==> config.mk <==
export PLATFORM = sky130hd
export DESIGN_NAME = weight_row_mac
export DESIGN_NICKNAME = d
export VERILOG_FILES = /design/src/rtl/weight_mac_pkg.sv /design/src/rtl/mac_adder_tree.sv /design/src/rtl/weight_row_mac.sv
export SDC_FILE = /design/constraint.sdc
export NUM_CORES = 2
export LEC_CHECK = 0
export CAP_MARGIN = 20
export CELL_PAD_IN_SITES_DETAIL_PLACEMENT = 2
export CELL_PAD_IN_SITES_GLOBAL_PLACEMENT = 2
export CORE_ASPECT_RATIO = 0.6
export CORE_MARGIN = 2
export CORE_UTILIZATION = 42
export DETAILED_ROUTE_END_ITERATION = 16
export GPL_TIMING_DRIVEN = 0
export HOLD_SLACK_MARGIN = 0.06
export PLACE_DENSITY = 0.8
export SLEW_MARGIN = 20
export SYNTH_ARGS = -nofsm -noshare
export SYNTH_HDL_FRONTEND = slang
export SYNTH_SLANG_ARGS = --single-unit
export TNS_END_PERCENT = 20
==> constraint.sdc <==
create_clock -name i_clk -period 7.8 [get_ports i_clk]
set_input_delay 1.17 -clock i_clk [delete_from_list [all_inputs] [get_ports i_clk]]
set_output_delay 1.17 -clock i_clk [all_outputs]
set_load 0.03 [all_outputs]
==> src/rtl/weight_mac_pkg.sv <==
// Shared widths, limits and FSM state type for the weight-row MAC.
package weight_mac_pkg;
  localparam int N_TAPS     = 10;
  localparam int W_WIDTH    = 10;
  localparam int X_WIDTH    = 10;
  localparam int PROD_WIDTH = 21;
  localparam int ACC_WIDTH  = 25;
  localparam int RAM_DEPTH  = 60;
  localparam int ADDR_W     = 6;
  // Highest legal row start address: the last row must fit in RAM_DEPTH.
  localparam int ADDR_LIMIT = RAM_DEPTH - N_TAPS;

  typedef enum logic [1:0] {
    S_IDLE,
    S_ADDR,
    S_MUL,
    S_SUM
  } state_t;
endpackage

==> src/rtl/mac_adder_tree.sv <==
// Combinational balanced adder tree: ten signed 21-bit products to a 25-bit sum.
module mac_adder_tree
  import weight_mac_pkg::*;
(
  input  logic [N_TAPS-1:0][PROD_WIDTH-1:0] i_prod,
  output logic [ACC_WIDTH-1:0]              o_sum
);

  logic signed [PROD_WIDTH:0]   w_l1 [5];
  logic signed [PROD_WIDTH+1:0] w_l2 [2];
  logic signed [PROD_WIDTH+2:0] w_l3;

  // Each level sign-extends by one bit so no level can overflow.
  always_comb begin
    for (int i = 0; i < 5; i++) begin
      w_l1[i] = $signed({i_prod[2*i][PROD_WIDTH-1], i_prod[2*i]}) +
                $signed({i_prod[2*i+1][PROD_WIDTH-1], i_prod[2*i+1]});
    end
    w_l2[0] = $signed({w_l1[0][PROD_WIDTH], w_l1[0]}) + $signed({w_l1[1][PROD_WIDTH], w_l1[1]});
    w_l2[1] = $signed({w_l1[2][PROD_WIDTH], w_l1[2]}) + $signed({w_l1[3][PROD_WIDTH], w_l1[3]});
    w_l3    = $signed({w_l2[0][PROD_WIDTH+1], w_l2[0]}) + $signed({w_l2[1][PROD_WIDTH+1], w_l2[1]});
    o_sum   = {w_l3[PROD_WIDTH+2], w_l3} + {{3{w_l1[4][PROD_WIDTH]}}, w_l1[4]};
  end

endmodule

==> src/rtl/weight_row_mac.sv <==
// Walks NUM_ROWS weight rows from RAM and streams one signed dot product per row.
// Optional build macro WEIGHT_MAC_RELU_EN clamps negative row sums to zero.
module weight_row_mac
  import weight_mac_pkg::*;
#(
  parameter int NUM_ROWS   = 3,
  parameter int ROW_STRIDE = 10
) (
  input  logic                        i_clk,
  input  logic                        i_rst,
  input  logic                        i_start,
  input  logic [N_TAPS*X_WIDTH-1:0]   i_x,
  input  logic [ADDR_W-1:0]           i_base_addr,
  output logic [ADDR_W-1:0]           o_ram_address,
  output logic                        o_ram_we,
  input  logic [N_TAPS*W_WIDTH-1:0]   i_ram_q,
  output logic                        o_busy,
  output logic                        o_out_valid,
  output logic [2:0]                  o_out_index,
  output logic [ACC_WIDTH-1:0]        o_out_data,
  output logic                        o_done,
  output logic                        o_error
);

  state_t r_state, w_state_nxt;

  logic [2:0]                        r_row;
  logic [N_TAPS*X_WIDTH-1:0]         r_x_p0;
  logic [ADDR_W-1:0]                 r_base_p0;
  logic [ADDR_W-1:0]                 r_addr;
  logic [N_TAPS-1:0][PROD_WIDTH-1:0] r_prod_p1;
  logic [ACC_WIDTH-1:0]              w_sum_p2;
  logic [ACC_WIDTH-1:0]              r_data_p2;
  logic [2:0]                        r_index_p2;
  logic                              r_vld_p2;
  logic                              r_done, r_busy, r_error;

  logic [ADDR_W:0]   w_last_addr;
  logic              w_reject, w_accept, w_last_row;
  logic [2:0]        w_next_row;
  logic [ADDR_W-1:0] w_next_addr;

  function automatic logic signed [PROD_WIDTH-1:0] mul_tap(input logic [W_WIDTH-1:0] w,
                                                           input logic [X_WIDTH-1:0] x);
    logic signed [PROD_WIDTH-1:0] ws, xs;
    ws = {{(PROD_WIDTH-W_WIDTH){w[W_WIDTH-1]}}, w};
    xs = {{(PROD_WIDTH-X_WIDTH){1'b0}}, x};
    return ws * xs;
  endfunction

  function automatic logic [ACC_WIDTH-1:0] apply_act(input logic [ACC_WIDTH-1:0] s);
`ifdef WEIGHT_MAC_RELU_EN
    return s[ACC_WIDTH-1] ? '0 : s;
`else
    return s;
`endif
  endfunction

  assign w_last_addr = {1'b0, i_base_addr} + 7'(ROW_STRIDE * (NUM_ROWS - 1));
  assign w_reject    = w_last_addr > 7'(ADDR_LIMIT);
  assign w_accept    = (r_state == S_IDLE) && i_start && !w_reject;
  assign w_last_row  = r_row == 3'(NUM_ROWS - 1);
  assign w_next_row  = r_row + 3'd1;
  assign w_next_addr = r_base_p0 + 6'(ROW_STRIDE) * {3'b000, w_next_row};

  always_ff @(posedge i_clk) begin
    if (i_rst) r_state <= S_IDLE;
    else       r_state <= w_state_nxt;
  end

  always_comb begin
    w_state_nxt = r_state;
    case (r_state)
      S_IDLE: if (w_accept) w_state_nxt = S_ADDR;
      S_ADDR: w_state_nxt = S_MUL;
      S_MUL:  w_state_nxt = S_SUM;
      S_SUM:  w_state_nxt = w_last_row ? S_IDLE : S_ADDR;
      default: w_state_nxt = S_IDLE;
    endcase
  end

  // Stage p0: accept request, latch operands, present row address during ADDR.
  always_ff @(posedge i_clk) begin
    if (i_rst) begin
      r_row   <= '0;
      r_addr  <= '0;
      r_busy  <= 1'b0;
      r_error <= 1'b0;
    end else begin
      r_error <= (r_state == S_IDLE) && i_start && w_reject;
      if (w_accept) begin
        r_row  <= '0;
        r_addr <= i_base_addr;
        r_busy <= 1'b1;
      end else if (r_state == S_SUM) begin
        if (w_last_row) begin
          r_busy <= 1'b0;
        end else begin
          r_row  <= w_next_row;
          r_addr <= w_next_addr;
        end
      end
    end
  end

  always_ff @(posedge i_clk) begin
    if (w_accept) begin
      r_x_p0    <= i_x;
      r_base_p0 <= i_base_addr;
    end
  end

  // Stage p1: RAM data valid in MUL; register the ten products.
  always_ff @(posedge i_clk) begin
    if (r_state == S_MUL) begin
      for (int i = 0; i < N_TAPS; i++) begin
        r_prod_p1[i] <= mul_tap(i_ram_q[i*W_WIDTH +: W_WIDTH], r_x_p0[i*X_WIDTH +: X_WIDTH]);
      end
    end
  end

  mac_adder_tree u_tree (
    .i_prod (r_prod_p1),
    .o_sum  (w_sum_p2)
  );

  // Stage p2: reduce products and publish the row result.
  always_ff @(posedge i_clk) begin
    if (i_rst) begin
      r_vld_p2   <= 1'b0;
      r_done     <= 1'b0;
      r_index_p2 <= '0;
      r_data_p2  <= '0;
    end else begin
      r_vld_p2 <= 1'b0;
      r_done   <= 1'b0;
      if (r_state == S_SUM) begin
        r_vld_p2   <= 1'b1;
        r_done     <= w_last_row;
        r_index_p2 <= r_row;
        r_data_p2  <= apply_act(w_sum_p2);
      end
    end
  end

  assign o_ram_address = r_addr;
  assign o_ram_we      = 1'b0;
  assign o_busy        = r_busy;
  assign o_out_valid   = r_vld_p2;
  assign o_out_index   = r_index_p2;
  assign o_out_data    = r_data_p2;
  assign o_done        = r_done;
  assign o_error       = r_error;

endmodule

==> run metrics <==
area inside the core boundary=0.1220 mm²; global-route wire length before repair=266600 µm; DIE HEIGHT=276.2 µm; count of routing violations after the opening detailed-route iteration=2436; total vias in the final route=38.00k; critical-path cell with the highest stage delay=clkdlybuf4s50_1; Hold Fails Final Rpt=0; 1st-pass router iterations=7; overall track demand over capacity in global routing=27.46%; hold bufs inserted after CTS=0; achievable frequency=146.1 MHz; TritonCTS clock tree=yes; final net count=7164; worst hold path class=flop to flop; final clock period utilization by the worst path=87.73%; Register Area=0.01035 mm²; Core Util, Final=47.19%; share of flip-flops with an asynchronous set or reset after synthesis=0%; buffering stage count on the worst path with inverters included=5; Worst Max-Slew Pin Slew=0.8792 ns; post-synthesis register bit count=359; total of endpoints with negative setup slack in the final report=0; worst-case clock skew=0.05036 ns; most frequent standard cell in the layout excluding fill and tap cells=inv_1; total overflow reported by the global router=0; Slew Limit Fails=0; number of buffers added by the clock tree synthesis step=47; post-synthesis cell type count=77; Worst path depth=18; fraction of post-synthesis cell area in the top cell type by area=31.00%; most common cell type on the critical path=fa_1; startpoint type of the worst setup path=input port; cell row count=99; summed area of non-filler cells in the final layout=0.05758 mm²; residual DRC count=0; worst endpoint data arrival time=7.20 ns; via count of the first global-routing pass=44.48k; number of port buffers=187; weighted congestion at the end of routability-driven global placement=0.8937; starting density of the core=42.50%; warnings from Yosys=0; total standard cell area after synthesis=0.05186 mm²; root cell of the clock tree=clkbuf_16; Antenna Nets Post-Route=0; clock tree sinks=359; area delta synth->final=11.04%; most frequently used flop master after synthesis=edfxtp_1; routed wire length=171000 µm; final critical path time including I/O delays and setup=6.843 ns; worst setup path start=i_ram_q[44]; CTS H-tree lvls=2; final-layout fill cell count=12.87k; Worst-Skew Late Latency=0.68 ns; post-CTS repair timing setup buffer count=0; hpwl dp=140600 µm; RR Endpoint=r_prod_p1[80]; Largest delay share family, worst path=adder cells; MaxCap Viol Count=0; initial antenna violation count=7; status=complete, no violations; Post-Synthesis Cells=5208; Critical Path RT=8.16 ns; nets in the synthesized netlist=6922; multi-input logic area=0.03676 mm²; clk slew on worst S/H paths=0.06 ns; Avg Vias per Cell=5.345; area post-placement=0.05591 mm²; number of cells traversed by the worst register-to-register path=18; pin count of the biggest net entering global routing=69; setup repair after global routing missed its margin=no; cells taking the most area after synthesis=fa_1, edfxtp_1, ha_1; Worst Setup End Kind=flop; CP Capture Point=r_prod_p1[102]; Setup CP Type=input port to flop; largest fanout on the critical path=10; commonest non-fill, non-tap cells in the layout=inv_1, fa_1, ha_1; post-DR wirelength/cell=24.05 µm; number of buffers on the longest clock path=3; slew margin rel.=41.03%; part of the Yosys area used for sequential elements=19.96%; die outline width=457.6 µm; maximum cell stage delay along the critical path=0.71 ns; slack of the worst reg-to-reg path=1.36 ns; synthesized area per cell=9.957 µm²; total die area=0.1264 mm²; source of the worst register-to-register timing path=r_x_p0[33]; post-cts resize count=0; Top Ports=248; number of flops mapped to enable cells by yosys=316; fraction of final layout cells sized beyond drive strength 1=2.205%; ordered list of cells on the worst path=clkdlybuf4s50_1, and2_1, fa_1, fa_1, inv_1, fa_1, inv_1, fa_1, inv_1, fa_1, inv_1, ha_1, o21a_1, a21oi_1, o21ai_0, a221oi_1, o21bai_1, xor2_1; library cell with the largest summed area after synthesis=fa_1
-- synthesized netlist by cell type (all sizes together), types with 7 or more instances --
| library cell | count |
|---|---|
| nand2 | 536 |
| nor2 | 156 |
| nor3 | 48 |
| nor3b | 7 |
| nor2b | 24 |
| mux2i | 12 |
| inv | 1099 |
| a21o | 77 |
| ha | 702 |
| or3 | 8 |
| or2 | 12 |
| nand4 | 16 |
| edfxtp | 316 |
| a21oi | 133 |
| a31oi | 10 |
| nand3 | 38 |
| and2 | 449 |
| o21a | 33 |
| a2111oi | 7 |
| xnor2 | 104 |
| o31ai | 7 |
| o21bai | 30 |
| o211ai | 11 |
| dfxtp | 43 |
| clkbuf | 165 |
| and3 | 12 |
| o21ai | 92 |
| a211o | 7 |
| nand2b | 62 |
| fa | 803 |
| a211oi | 30 |
| xor2 | 67 |
| a31o | 7 |
-- tightest hold or removal path: stages (launching register included) --
cell and delay (ns):
dfxtp_1 0.31, nand2_1 0.07, a21oi_1 0.06
-- per-stage QoR --
stage / instances / setup slack [ns] / setup TNS (ns) / hold WS (ns)
2_1_floorplan: 5208 / 1.693 / 0 / 0.4936
3_3_place_gp: 7011 / -0.7627 / -154.29 / 0.4581
3_5_place_dp: 7017 / 0.4977 / 0 / 0.4712
4_1_cts: 7104 / 1.137 / 0 / 0.4899
5_1_grt: 7107 / 0.7755 / 0 / 0.5339
6_report: 7109 / 0.9574 / 0 / 0.4877
-- flip-flops by register name (all words and copies together), names as in the netlist --
signal         flops
o_ram_address      6
o_done             1
o_out_data        25
o_error            1
r_state            2
r_row              3
r_x_p0           100
o_busy             1
o_out_valid        1
o_out_index        3
r_base_p0          6
r_prod_p1        210
-- cell families (layout without fill, tap and decap cells) --
group | Yosys count | count (layout) | synth area share (%)
flops | 359 | 359 | 19.96
compound gates | 504 | 504 | 6.488
simple gates | 1387 | 1387 | 13.27
mux | 14 | 14 | 0.2751
buf+inv | 1267 | 1547 | 9.178
other cells | 1 | 6 | 0.007231
xor+xnor | 171 | 171 | 2.888
fa+ha+maj | 1505 | 1505 | 47.94
-- final cells by class --
class	count	share of cell area [%]
inverters	1100	7.184
multi-input cells	3582	63.84
diodes	5	0.02173
repair buffers	193	3.498
well taps	1616	3.512
flip-flops and latches	359	17.97
plain buffers	167	1.095
clock inverters	33	0.6562
clock buffers	54	2.216
-- worst min-delay path by stage --
stage,cells after the start,slack (ns),end,from
2_1_floorplan,2,0.49,o_out_index[0],r_row[0]
3_3_place_gp,2,0.46,o_out_data[11],o_out_data[11]
3_5_place_dp,2,0.47,o_out_data[11],o_out_data[11]
4_1_cts,2,0.49,o_out_data[11],o_out_data[11]
5_1_grt,2,0.53,o_out_data[11],o_out_data[11]
6_report,2,0.49,o_out_data[11],o_out_data[11]
-- per-layer routing --
layer	routed length, µm	global-route usage (%)
met1	76970	37.90
met2	79340	44.44
met3	10670	5.499
met4	3955	6.453
met5	27	0
Power is not shown: default switching activity piles up to over one toggle a cycle in this logic, so the estimate is an artifact.
